--- src/rtl/fetch_prefetch_queue.sv ---
// -----------------------------------------------------------------------------
// fetch_prefetch_queue
//
// Purpose:
//   Instruction fetch stage with a DEPTH-entry prefetch FIFO. It reads
//   sequential instruction words from the instruction memory port into the
//   FIFO, and decode drains the FIFO through a valid/ready handshake.
//   A redirect (branch/interrupt) flushes the FIFO and restarts fetching at a
//   new PC. A read that is already in flight when the redirect arrives is
//   allowed to finish, and its data is then dropped.
//
// Optional feature (macro FETCH_PREFETCH_BYPASS_EN):
//   When the macro is defined, a word that completes while the FIFO is empty
//   is shown to decode in the same cycle (combinational bypass). If decode
//   takes the word in that cycle, it is not pushed into the FIFO.
//   When the macro is undefined, a fetched word first appears on the outputs
//   in the cycle after its read completes.
//
// Ports:
//   clk, rst                 clock, synchronous active-high reset
//   start, start_pc          begin fetching at start_pc (accepted only in IDLE)
//   redirect_valid/_pc       flush the FIFO and restart at redirect_pc (any state)
//   mem_read_en/_addr        read request to memory, held until completion
//   mem_read_fin/_data       read completion and its data
//   out_valid/out_ready      decode handshake on the FIFO head
//   out_inst/out_pc          head instruction word and its PC
//   out_nxt_pc               out_pc + PC_STEP (wraps)
//   occupancy                number of FIFO entries
//   dbg_state                current FSM state (0 IDLE, 1 FETCH, 2 DRAIN)
//
// Handshakes:
//   Memory: the request rises on mem_read_en. It completes in the cycle where
//   mem_read_en && mem_read_fin. Until that cycle, mem_read_en stays high and
//   mem_read_addr does not change. Decode: a word transfers in the cycle where
//   out_valid && out_ready. While out_valid && !out_ready, out_inst and out_pc
//   hold their values.
// -----------------------------------------------------------------------------
module fetch_prefetch_queue #(
  parameter int XLEN    = 32,
  parameter int ADDR_W  = 32,
  parameter int DEPTH   = 4,
  parameter int PC_STEP = 4
) (
  input  logic                     clk,
  input  logic                     rst,
  input  logic                     start,
  input  logic [ADDR_W-1:0]        start_pc,
  input  logic                     redirect_valid,
  input  logic [ADDR_W-1:0]        redirect_pc,
  output logic                     mem_read_en,
  output logic [ADDR_W-1:0]        mem_read_addr,
  input  logic                     mem_read_fin,
  input  logic [XLEN-1:0]          mem_read_data,
  output logic                     out_valid,
  input  logic                     out_ready,
  output logic [XLEN-1:0]          out_inst,
  output logic [ADDR_W-1:0]        out_pc,
  output logic [ADDR_W-1:0]        out_nxt_pc,
  output logic [$clog2(DEPTH):0]   occupancy,
  output logic [1:0]               dbg_state
);

  localparam int PTR_W = $clog2(DEPTH);
  localparam int OCC_W = PTR_W + 1;

  typedef enum logic [1:0] {
    S_IDLE  = 2'd0,
    S_FETCH = 2'd1,
    S_DRAIN = 2'd2
  } state_t;

  state_t             state_q, state_d;
  logic [ADDR_W-1:0]  fetch_pc_q, fetch_pc_d;
  logic               pending_q, pending_d;   // request issued, not yet complete
  logic [ADDR_W-1:0]  req_addr_q, req_addr_d; // address of the pending request
  logic [PTR_W-1:0]   wr_ptr_q, wr_ptr_d;
  logic [PTR_W-1:0]   rd_ptr_q, rd_ptr_d;
  logic [OCC_W-1:0]   count_q, count_d;

  logic [XLEN-1:0]    inst_mem_q [DEPTH];
  logic [ADDR_W-1:0]  pc_mem_q   [DEPTH];

  logic               done;
  logic               fifo_valid;
  logic               fifo_full;
  logic               byp;
  logic               push;
  logic               pop;

  // ---------------------------------------------------------------------------
  // Memory request and decode-facing outputs
  // ---------------------------------------------------------------------------
  always_comb begin
    fifo_valid = (count_q != '0);
    fifo_full  = (count_q == OCC_W'(DEPTH));

    // A pending read must keep the request high, even when the FIFO is full.
    // A new read is started only when the FIFO has space at the start of the cycle.
    mem_read_en = 1'b0;
    case (state_q)
      S_FETCH: mem_read_en = pending_q || !fifo_full;
      S_DRAIN: mem_read_en = 1'b1;
      default: mem_read_en = 1'b0;
    endcase

    // While a read is pending, drive its latched address. This keeps the
    // address stable after a redirect has already changed fetch_pc.
    mem_read_addr = pending_q ? req_addr_q : fetch_pc_q;

    done = mem_read_en && mem_read_fin;

`ifdef FETCH_PREFETCH_BYPASS_EN
    byp = (state_q == S_FETCH) && !fifo_valid && done && !redirect_valid;
`else
    byp = 1'b0;
`endif

    out_valid  = fifo_valid || byp;
    out_inst   = byp ? mem_read_data : inst_mem_q[rd_ptr_q];
    out_pc     = byp ? mem_read_addr : pc_mem_q[rd_ptr_q];
    out_nxt_pc = out_pc + ADDR_W'(PC_STEP);
    occupancy  = count_q;
    dbg_state  = state_q;

    // Words from a DRAIN read are never pushed. A redirect cancels the push
    // of a read that completes in the same cycle.
    pop  = fifo_valid && out_ready;
    push = (state_q == S_FETCH) && done && !redirect_valid && !(byp && out_ready);
  end

  // ---------------------------------------------------------------------------
  // Next-state logic
  // ---------------------------------------------------------------------------
  always_comb begin
    state_d    = state_q;
    fetch_pc_d = fetch_pc_q;
    pending_d  = mem_read_en && !mem_read_fin;
    req_addr_d = mem_read_addr;
    wr_ptr_d   = push ? wr_ptr_q + PTR_W'(1) : wr_ptr_q;
    rd_ptr_d   = pop  ? rd_ptr_q + PTR_W'(1) : rd_ptr_q;
    count_d    = count_q + OCC_W'(push) - OCC_W'(pop);

    case (state_q)
      S_IDLE: begin
        if (redirect_valid) begin
          fetch_pc_d = redirect_pc;
          state_d    = S_FETCH;
        end else if (start) begin
          fetch_pc_d = start_pc;
          state_d    = S_FETCH;
        end
      end
      S_FETCH: begin
        if (redirect_valid) begin
          fetch_pc_d = redirect_pc;
          // A read that does not complete this cycle must still finish; its
          // data is dropped in DRAIN.
          state_d    = (mem_read_en && !mem_read_fin) ? S_DRAIN : S_FETCH;
        end else if (done) begin
          fetch_pc_d = fetch_pc_q + ADDR_W'(PC_STEP);
        end
      end
      S_DRAIN: begin
        if (redirect_valid) begin
          fetch_pc_d = redirect_pc;
        end
        if (done) begin
          state_d = S_FETCH;
        end
      end
      default: state_d = S_IDLE;
    endcase

    // Flush: this overrides any push or pop computed above.
    if (redirect_valid) begin
      wr_ptr_d = '0;
      rd_ptr_d = '0;
      count_d  = '0;
    end
  end

  // ---------------------------------------------------------------------------
  // Registers
  // ---------------------------------------------------------------------------
  always_ff @(posedge clk) begin
    if (rst) begin
      state_q    <= S_IDLE;
      fetch_pc_q <= '0;
      pending_q  <= 1'b0;
      req_addr_q <= '0;
      wr_ptr_q   <= '0;
      rd_ptr_q   <= '0;
      count_q    <= '0;
      for (int i = 0; i < DEPTH; i++) begin
        inst_mem_q[i] <= '0;
        pc_mem_q[i]   <= '0;
      end
    end else begin
      state_q    <= state_d;
      fetch_pc_q <= fetch_pc_d;
      pending_q  <= pending_d;
      req_addr_q <= req_addr_d;
      wr_ptr_q   <= wr_ptr_d;
      rd_ptr_q   <= rd_ptr_d;
      count_q    <= count_d;
      if (push) begin
        inst_mem_q[wr_ptr_q] <= mem_read_data;
        pc_mem_q[wr_ptr_q]   <= mem_read_addr;
      end
    end
  end

endmodule

--- config.mk ---
export PLATFORM = sky130hd
export DESIGN_NAME = fetch_prefetch_queue
export DESIGN_NICKNAME = d
export VERILOG_FILES = /design/src/rtl/fetch_prefetch_queue.sv
export SDC_FILE = /design/constraint.sdc
export NUM_CORES = 1
export LEC_CHECK = 0
export CAP_MARGIN = 15
export CORE_ASPECT_RATIO = 0.7
export CORE_MARGIN = 2
export CORE_UTILIZATION = 50
export CTS_BUF_LIST = sky130_fd_sc_hd__clkbuf_16
export CTS_CLUSTER_DIAMETER = 50
export DETAILED_ROUTE_END_ITERATION = 10
export PLACE_DENSITY = 0.77
export SLEW_MARGIN = 20
export SYNTH_ARGS = -nofsm -noshare
export SYNTH_HDL_FRONTEND = slang
export SYNTH_SLANG_ARGS = --single-unit
export TNS_END_PERCENT = 50
--- constraint.sdc ---
create_clock -name clk -period 7.58 [get_ports clk]
set_input_delay 1.895 -clock clk [delete_from_list [all_inputs] [get_ports clk]]
set_output_delay 1.895 -clock clk [all_outputs]
set_load 0.01 [all_outputs]
**After elaboration in Yosys (flattened, before gate mapping)**

Memories as Yosys holds them, arrays and structs flattened. A register that Yosys moved wholly into a read port is not among the register bits.
Cells that the tools add are included.

- $add $sub $neg: 6
- Reductions and logical operators: 17
- Eq/ne operators: 8
- Multiplexer cells: 29

Operators with widths:

| kind | number |
|---|---|
| $mux W32 | 8 |
| $pmux W32 S3 | 1 |
| $add A32 B3 Y32 const B | 2 |
| $reduce_or A32 Y1 | 2 |
| $mux W2 | 11 |
| $mux W1 | 7 |
| $ne A2 B2 Y1 const B | 3 |
| $ne A3 B3 Y1 const B | 2 |
| $pmux W2 S3 | 1 |
| $reduce_bool A3 Y1 | 2 |
| $logic_and A1 B1 Y1 | 5 |
| $add A2 B1 Y2 const B | 2 |
| $reduce_and A4 Y1 | 1 |
| $add A3 B1 Y3 | 1 |
| $eq A3 B3 Y1 const B | 1 |
| $logic_not A1 Y1 | 3 |
| $reduce_and A3 Y1 | 1 |
| $sub A3 B1 Y3 | 1 |
| $eq A2 B1 Y1 const B | 1 |
| $eq A2 B2 Y1 const B | 1 |
| $logic_not A2 Y1 | 1 |
| $pmux W1 S2 | 1 |
| $reduce_or A2 Y1 | 1 |
| $logic_or A1 B1 Y1 | 1 |

- Word-level logic and storage cells: 69
- Output and inout bits: 135
- Input port bits: 102
- Bits in writable memories: 256
- Flip-flop bits (word level): 74
- Memories: 2

Memories:

| name | depth | width | rd ports | clocked after memory_dff | write ports | line | RTL |
|---|---|---|---|---|---|---|---|
| inst_mem_q | 4 | 32 | 1 | 1 | 4 | 80 | `logic [XLEN-1:0] inst_mem_q [DEPTH];` |
| pc_mem_q | 4 | 32 | 1 | 1 | 4 | 81 | `logic [ADDR_W-1:0] pc_mem_q [DEPTH];` |

**Depth between registers and ports, before layout**

Gate-level depths: netlist of run 1.

- Depth after elaboration: 12
- Mapped depth: 14
- Gate-level depth less buffers: 13

**Least setup slack after synthesis of run 1**

Ideal clock, no wire load.

- Path kind: in2reg
- Start: in redirect_valid
- End: mem inst_mem_q[2][0] (enable)
- Library setup time: 0.574 ns
- Path slack: -0.292 ns
- Arrival time: 7.297 ns
- Stages: 5
- Path buffers: 1
- Data required time: 7.006 ns
- Cell sequence: clkbuf_1 -> nand2b_4 -> a2111oi_4 -> inv_2 -> o21ai_0

RTL lines:

| element | line | RTL |
|---|---|---|
| start, declared | 48 | `input logic redirect_valid,` |
| end, declared | 80 |  |

==> flow_metrics.py, run 1 <==
metrics = {
    "status": {
        "status": "finished, final reports clean",
    },
    "grt": {
        "antenna_found_initial": 0,
        "grt_max_degree": 73,
        "gr-usage-all-layers": 0.251,
        "overflow": 0,
        "grt_pass1_vias": 11500,
        "grt_pass1_wl_mm": 65.6,
    },
    "synth": {
        "netlist_instances": 1336,
        "synth-edff-count": 256,
        "ys_ff_latch": 332,
        "ys_warn_count": 0,
        "synth_ff_type": "edfxtp_1",
        "async_flop_share": 0,
        "yosysSeqAreaShare": 0.576,
        "syn_area_um2": 16000,
        "syn-mean-instance-area_um2": 12.0,
        "syn_nets": 1447,
        "synth.distinct_cells": 76,
    },
    "power_and_ir_drop": {
        "p_leak_nw": 7.31,
        "pwr_density_cell_nw_per_um2": 222,
        "netSwitchingFraction": 0.255,
        "comb_power_share": 0.145,
        "power_frac_clock": 0.366,
        "p_seq_frac": 0.489,
        "p_int_mw": 3.24,
        "power.net_switching_mw": 1.11,
        "ir_worst_vdd_uv": 130,
    },
    "sta": {
        "rsz0062_at_grt": "false",
        "whs_ps": 499,
        "setup_viol": 0,
        "fin_skew_ps": 20.6,
        "maxSlewHeadroom": 0.283,
        "hold_viol": 0,
        "period_needed_ps": 5870,
        "fmax_mhz": 170,
        "slew_violations": 0,
        "finalCritPeriodShare": 0.774,
        "worst_pin_slew_ps": 1070,
    },
    "hold_path": {
        "min_from": "req_addr_q[4]$_SDFF_PP0_",
        "hold_depth": 2,
        "whs_endpoint": "req_addr_q[4]$_SDFF_PP0_",
        "hold_class": "flop to flop",
    },
    "clock_network": {
        "numCtsBuffers": 34,
        "insertion_delay_ps": 510,
        "cts_resized": 0,
        "root_buffer": "clkbuf_16",
        "max-clock-path-buffers": 3,
        "cts_setup_buffers": 0,
        "clkSinkCount": 332,
        "cts_tree": "built",
        "htreeDepth": 2,
        "clk_pin_slew_ps": 60,
        "cts_hold_buf": 0,
    },
    "routing": {
        "vias": 11700,
        "dr.first_iter.drc_count": 1275,
        "vias_per_cell": 5.94,
        "final_antenna_net_count": 0,
        "route.detailed.drc": 0,
        "wl_per_cell_um": 21.5,
        "wl_mm": 42.4,
        "drt_pass1_iterations": 5,
    },
    "die": {
        "num_io_pins": 237,
        "die_h_um": 154,
        "die_w_um": 218,
        "core_area_um2": 31400,
        "dieArea_um2": 33500,
        "num_rows": 54,
        "start_util": 0.510,
    },
    "worst_setup_path": {
        "reg2reg_from": "dbg_state[0]$_SDFFE_PP0P_",
        "crit_buf_inv": 2,
        "crit_required_ps": 5690,
        "worst_setup_path_end_kind": "output port",
        "worstPathMaxFanout": 47,
        "cp_slowest_stage_delay_ps": 940,
        "reg2reg_to": "inst_mem_q[1][26]$_SDFFCE_PN0P_",
        "reg2reg_depth": 9,
        "crit_path_start_kind": "flop",
        "crit_chain": "buf_4, mux4_2, and3_1, nand4_1, xnor2_1, clkdlybuf4s50_1",
        "cpMaxStageDelayCell": "dfxtp_4",
        "crit_family": "buffers and inverters",
        "r2r_slack_ps": 3030,
        "worstSetupPathType": "flop to output port",
        "worstPathArrival_ps": 3970,
    },
    "placement": {
        "portBuffers": 236,
        "dp.final_hpwl_mm": 28.0,
        "gp_congestion": 0.876,
        "placedCellCount": 1911,
    },
    "layout": {
        "mostFrequentLayoutCell": "edfxtp_1",
        "drive_gt1_frac": 0.104,
        "n_antenna_cell": 0,
        "layout.nets": 1638,
        "area_delta_synth_final_pct": 22.7,
        "final_cell_mix": "edfxtp_1, clkdlybuf4s50_1, nor2_1, inv_1, nand2_1",
        "stdcell_count": 1973,
    },
    "job": {
        "cap_violations": 0,
    },
}
[layout make-up]
class	count	area [um2]
Clock buffer	37	926
Clock inverter	25	139
Fill cell	2390	11700
Inverter	93	349
Multi-Input combinational cell	812	5980
Sequential cell	332	9220
Tap cell	420	526
Timing Repair Buffer	254	2490
[metrics by stage]
stage / TNS, ps / total power [mW] / worst slack (ps) / utilization / cell area (um2)
2_1_floorplan: -55890 / 2.49 / -292 / - / 16000
3_3_place_gp: 0 / 2.78 / 2240 / 0.592 / 18600
3_5_place_dp: 0 / 2.79 / 2200 / 0.592 / 18600
4_1_cts: 0 / 4.36 / 1650 / 0.626 / 19600
5_1_grt: 0 / 4.50 / 1460 / 0.626 / 19600
6_report: 0 / 4.36 / 1710 / 0.626 / 19600
[worst reg2reg max path: stages (launching register included)]
cell and delay (ps):
dfxtp_1 420, inv_1 110, ha_1 290, buf_4 370
inv_1 580, a2111oi_4 630, inv_2 200, nor2_4 150
nand3_2 470, nand2_4 940
[power by group through the flow]
stage / Combinational [mW] / Sequential [mW] / Clock [mW]
6_report: 0.632 / 2.13 / 1.59
5_1_grt: 0.679 / 2.14 / 1.67
4_1_cts: 0.629 / 2.13 / 1.60
3_5_place_dp: 0.624 / 2.17 / 0
3_3_place_gp: 0.617 / 2.16 / 0
2_1_floorplan: 0.346 / 2.14 / 0
[worst max path at each step]
stage / start / endpoint / slack, ps / depth (start not counted)
after floorplan: redirect_valid / inst_mem_q[2][0]$_SDFFCE_PN0P_ / -290 / 5
after global placement: flop / out_nxt_pc[12] / 2240 / 6
after detailed placement: flop / out_nxt_pc[18] / 2200 / 6
after CTS: flop / out_nxt_pc[18] / 1650 / 6
after global routing: flop / out_nxt_pc[28] / 1460 / 6
final: flop / out_nxt_pc[12] / 1710 / 6
[cell usage after synthesis (all sizes together), types with 11 or more instances]
cell type,number,share of area
mux2i,53,0.033
nand4,17,0.0080
dfxtp,76,0.095
and2,14,0.0056
a21oi,34,0.011
clkbuf,55,0.013
a221oi,11,0.0060
o21ai,20,0.0063
mux4,64,0.092
buf,44,0.019
nand2,90,0.021
inv,92,0.022
xnor2,34,0.019
nor3,61,0.020
a2111oi,14,0.0088
a31oi,16,0.0063
nor2,208,0.049
nand3,28,0.011
and3,42,0.017
a211oi,12,0.0059
edfxtp,256,0.48
[metal layers]
layer,track usage,wire length [um],up-vias,part of all wire
li1,-,-,5273,-
met4,0.0609,806,0,0.019
met1,0.356,17700,5787,0.42
met3,0.0560,4030,68,0.095
met2,0.397,19800,592,0.47
met5,0,0,-,0
[flip-flops by register name (all words and copies together), names as in the netlist, named ones only]
signal and cells:
req_addr_q 32, dbg_state 2, fetch_pc_q 32, wr_ptr_q 2
inst_mem_q 128, pending_q 1, pc_mem_q 128, occupancy 3
rd_ptr_q 2
[cell families (layout without fill, tap and decap cells)]
| group | after synthesis | in the layout | share of synthesized area |
|---|---|---|---|
| AND/OR/NAND/NOR | 498 | 498 | 0.150 |
| flip-flops | 332 | 332 | 0.576 |
| buffers and inverters | 192 | 409 | 0.0536 |
| XOR/XNOR | 42 | 42 | 0.0230 |
| multiplexers | 119 | 119 | 0.126 |
| AO/OA/AOI/OAI | 144 | 144 | 0.0642 |
| adder cells (fa/ha/maj) | 9 | 9 | 0.00751 |
Power figures use the tool's default switching activity.
==> run 2: changes to the inputs <==
==> constraint.sdc (replaced) <==
create_clock -name clk -period 5.2 [get_ports clk]
set_input_delay 1.3 -clock clk [delete_from_list [all_inputs] [get_ports clk]]
set_output_delay 1.3 -clock clk [all_outputs]
set_load 0.01 [all_outputs]
==> run 2 against run 1 <==
  * Critical path depth unchanged
  * Non-clock buffer count up 8
  * Largest power group unchanged
  * Setup slack got worse by 1400 ps
  * Critical path type unchanged
  * Worst hold slack got worse by 4.2 ps
  * Sequential share of layout area is 0.22 points lower
==> flow_metrics.py, run 2 (synthesis gave the netlist of run 1 again) <==
metrics = {
    "worst_setup_path": {
        "crit_family": "simple AND/OR/NAND/NOR gates",
        "worst_setup_path_end_kind": "output port",
        "reg2reg_depth": 11,
        "worstPathMaxFanout": 25,
        "crit_chain": "mux4_1, and4_1, and3_1, nand4_1, xnor2_1, clkdlybuf4s50_1",
        "crit_buf_inv": 1,
        "worstPathArrival_ps": 3550,
        "worstSetupPathType": "flop to output port",
        "reg2reg_from": "pending_q$_SDFF_PP0_",
        "crit_path_start_kind": "flop",
        "crit_required_ps": 3900,
        "r2r_slack_ps": 1700,
        "cp_slowest_stage_delay_ps": 710,
        "reg2reg_to": "occupancy[2]$_SDFF_PP0_",
        "cpMaxStageDelayCell": "mux4_1",
    },
    "layout": {
        "final_cell_mix": "edfxtp_1, clkdlybuf4s50_1, nor2_1, inv_1, nand2_1",
        "final_area_um2": 19700,
        "area_delta_synth_final_pct": 23.3,
        "layout.nets": 1646,
        "n_antenna_cell": 0,
        "mostFrequentLayoutCell": "edfxtp_1",
        "reg.largest.list": "inst_mem_q: 128 flops, pc_mem_q: 128 flops",
        "fill_cells": 2437,
        "utilization": 0.629,
        "drive_gt1_frac": 0.106,
    },
    "hold_path": {
        "hold_class": "flop to flop",
        "min_from": "req_addr_q[1]$_SDFF_PP0_",
        "hold_depth": 2,
        "whs_endpoint": "req_addr_q[1]$_SDFF_PP0_",
    },
    "routing": {
        "wl_per_cell_um": 21.0,
        "final_antenna_net_count": 0,
        "dr.first_iter.drc_count": 995,
        "wl_mm": 41.6,
        "vias": 11500,
        "drt_pass1_iterations": 5,
        "route.detailed.drc": 0,
        "vias_per_cell": 5.83,
    },
    "clock_network": {
        "cts_setup_buffers": 0,
        "numCtsBuffers": 34,
        "root_buffer": "clkbuf_16",
        "cts_hold_buf": 0,
        "cts_resized": 0,
        "cts_tree": "built",
        "clkSinkCount": 332,
        "htreeDepth": 2,
        "max-clock-path-buffers": 3,
        "insertion_delay_ps": 500,
        "clk_pin_slew_ps": 60,
    },
    "grt": {
        "grt_pass1_wl_mm": 63.9,
        "overflow": 0,
        "antenna_found_initial": 0,
        "gr-usage-all-layers": 0.246,
        "grt_pass1_vias": 11400,
        "grt_max_degree": 73,
    },
    "placement": {
        "dpl_cell_area_um2": 18700,
        "gp_congestion": 0.883,
        "dp.final_hpwl_mm": 27.4,
        "portBuffers": 236,
    },
    "sta": {
        "setup_viol": 0,
        "slew_violations": 0,
        "period_needed_ps": 4850,
        "rsz0062_at_grt": "false",
        "setup_tns_ps": 0,
        "fin_skew_ps": 18.5,
        "fmax_mhz": 206,
        "finalCritPeriodShare": 0.932,
        "hold_viol": 0,
        "maxSlewHeadroom": 0.268,
        "worst_pin_slew_ps": 1100,
    },
    "job": {
        "cap_violations": 0,
    },
    "die": {
        "num_rows": 54,
        "core_area_um2": 31400,
        "die_h_um": 154,
        "dieArea_um2": 33500,
        "die_w_um": 218,
        "start_util": 0.510,
        "num_io_pins": 237,
    },
    "power_and_ir_drop": {
        "p_leak_nw": 7.36,
        "pwr_density_cell_nw_per_um2": 322,
        "ir_worst_vdd_uv": 176,
    },
    "status": {
        "status": "finished, final reports clean",
    },
}
-- run 2: changes by cell type in the layout (fill, tap and decap cells not counted), sizes merged --
cell	before	now
bufinv	1	2
clkinv	9	11
buf	20	28
clkbuf	37	36
clkinvlp	2	0
inv	106	103
-- run 2: routing by layer --
metal  routed length [um]  track usage
met1                17600        0.338
met2                19600        0.394
met3                 3360       0.0542
met4                  998       0.0716
met5                   64       0.0130
-- run 2: area by class of cell --
| cell class | count | area [um2] | share of cell area |
|---|---|---|---|
| well taps | 420 | 526 | 0.0267 |
| clock buffers | 36 | 901 | 0.0457 |
| inverters | 93 | 349 | 0.0177 |
| repair buffers | 262 | 2600 | 0.132 |
| clock inverters | 23 | 148 | 0.00749 |
| multi-input cells | 812 | 5980 | 0.303 |
| flip-flops and latches | 332 | 9220 | 0.467 |
-- run 2: worst reg2reg max path, cell delays in order, from the launching register on --
cell and delay, ps:
dfxtp_2 1010, nor4b_1 290, a2111oi_4 580, inv_2 200, ha_1 330, inv_1 60, ha_1 130, inv_1 50
fa_1 370, xor2_1 180, xnor2_1 140, nor2_1 50
-- run 2: through the flow --
step	setup slack, ps	instances	hold slack (ps)	power (mW)
2_1_floorplan	-345	1336	455	3.62
3_3_place_gp	897	1919	474	4.06
3_5_place_dp	852	1919	486	4.08
4_1_cts	328	1978	500	6.37
5_1_grt	194	1978	525	6.57
6_report	351	1978	495	6.34
-- run 2: power by group --
| part | switching [mW] | internal (mW) | total (mW) | leakage (nW) |
|---|---|---|---|---|
| Combinational | 0.516 | 0.408 | 0.923 | 3.53 |
| Sequential | 0.108 | 3.00 | 3.10 | 3.27 |
| Clock | 0.969 | 1.34 | 2.31 | 0.552 |
| Total | 1.59 | 4.75 | 6.34 | 7.36 |
-- run 2: worst max path at each step --
stage / start / endpoint / slack, ps / cells past startpoint
after floorplan: redirect_valid / inst_mem_q[0][0]$_SDFFCE_PN0P_ / -350 / 5
after global placement: flop / out_nxt_pc[19] / 900 / 7
after detailed placement: flop / out_nxt_pc[19] / 850 / 7
after CTS: flop / out_nxt_pc[19] / 330 / 7
after global routing: flop / out_nxt_pc[31] / 190 / 8
final: flop / out_nxt_pc[12] / 350 / 6
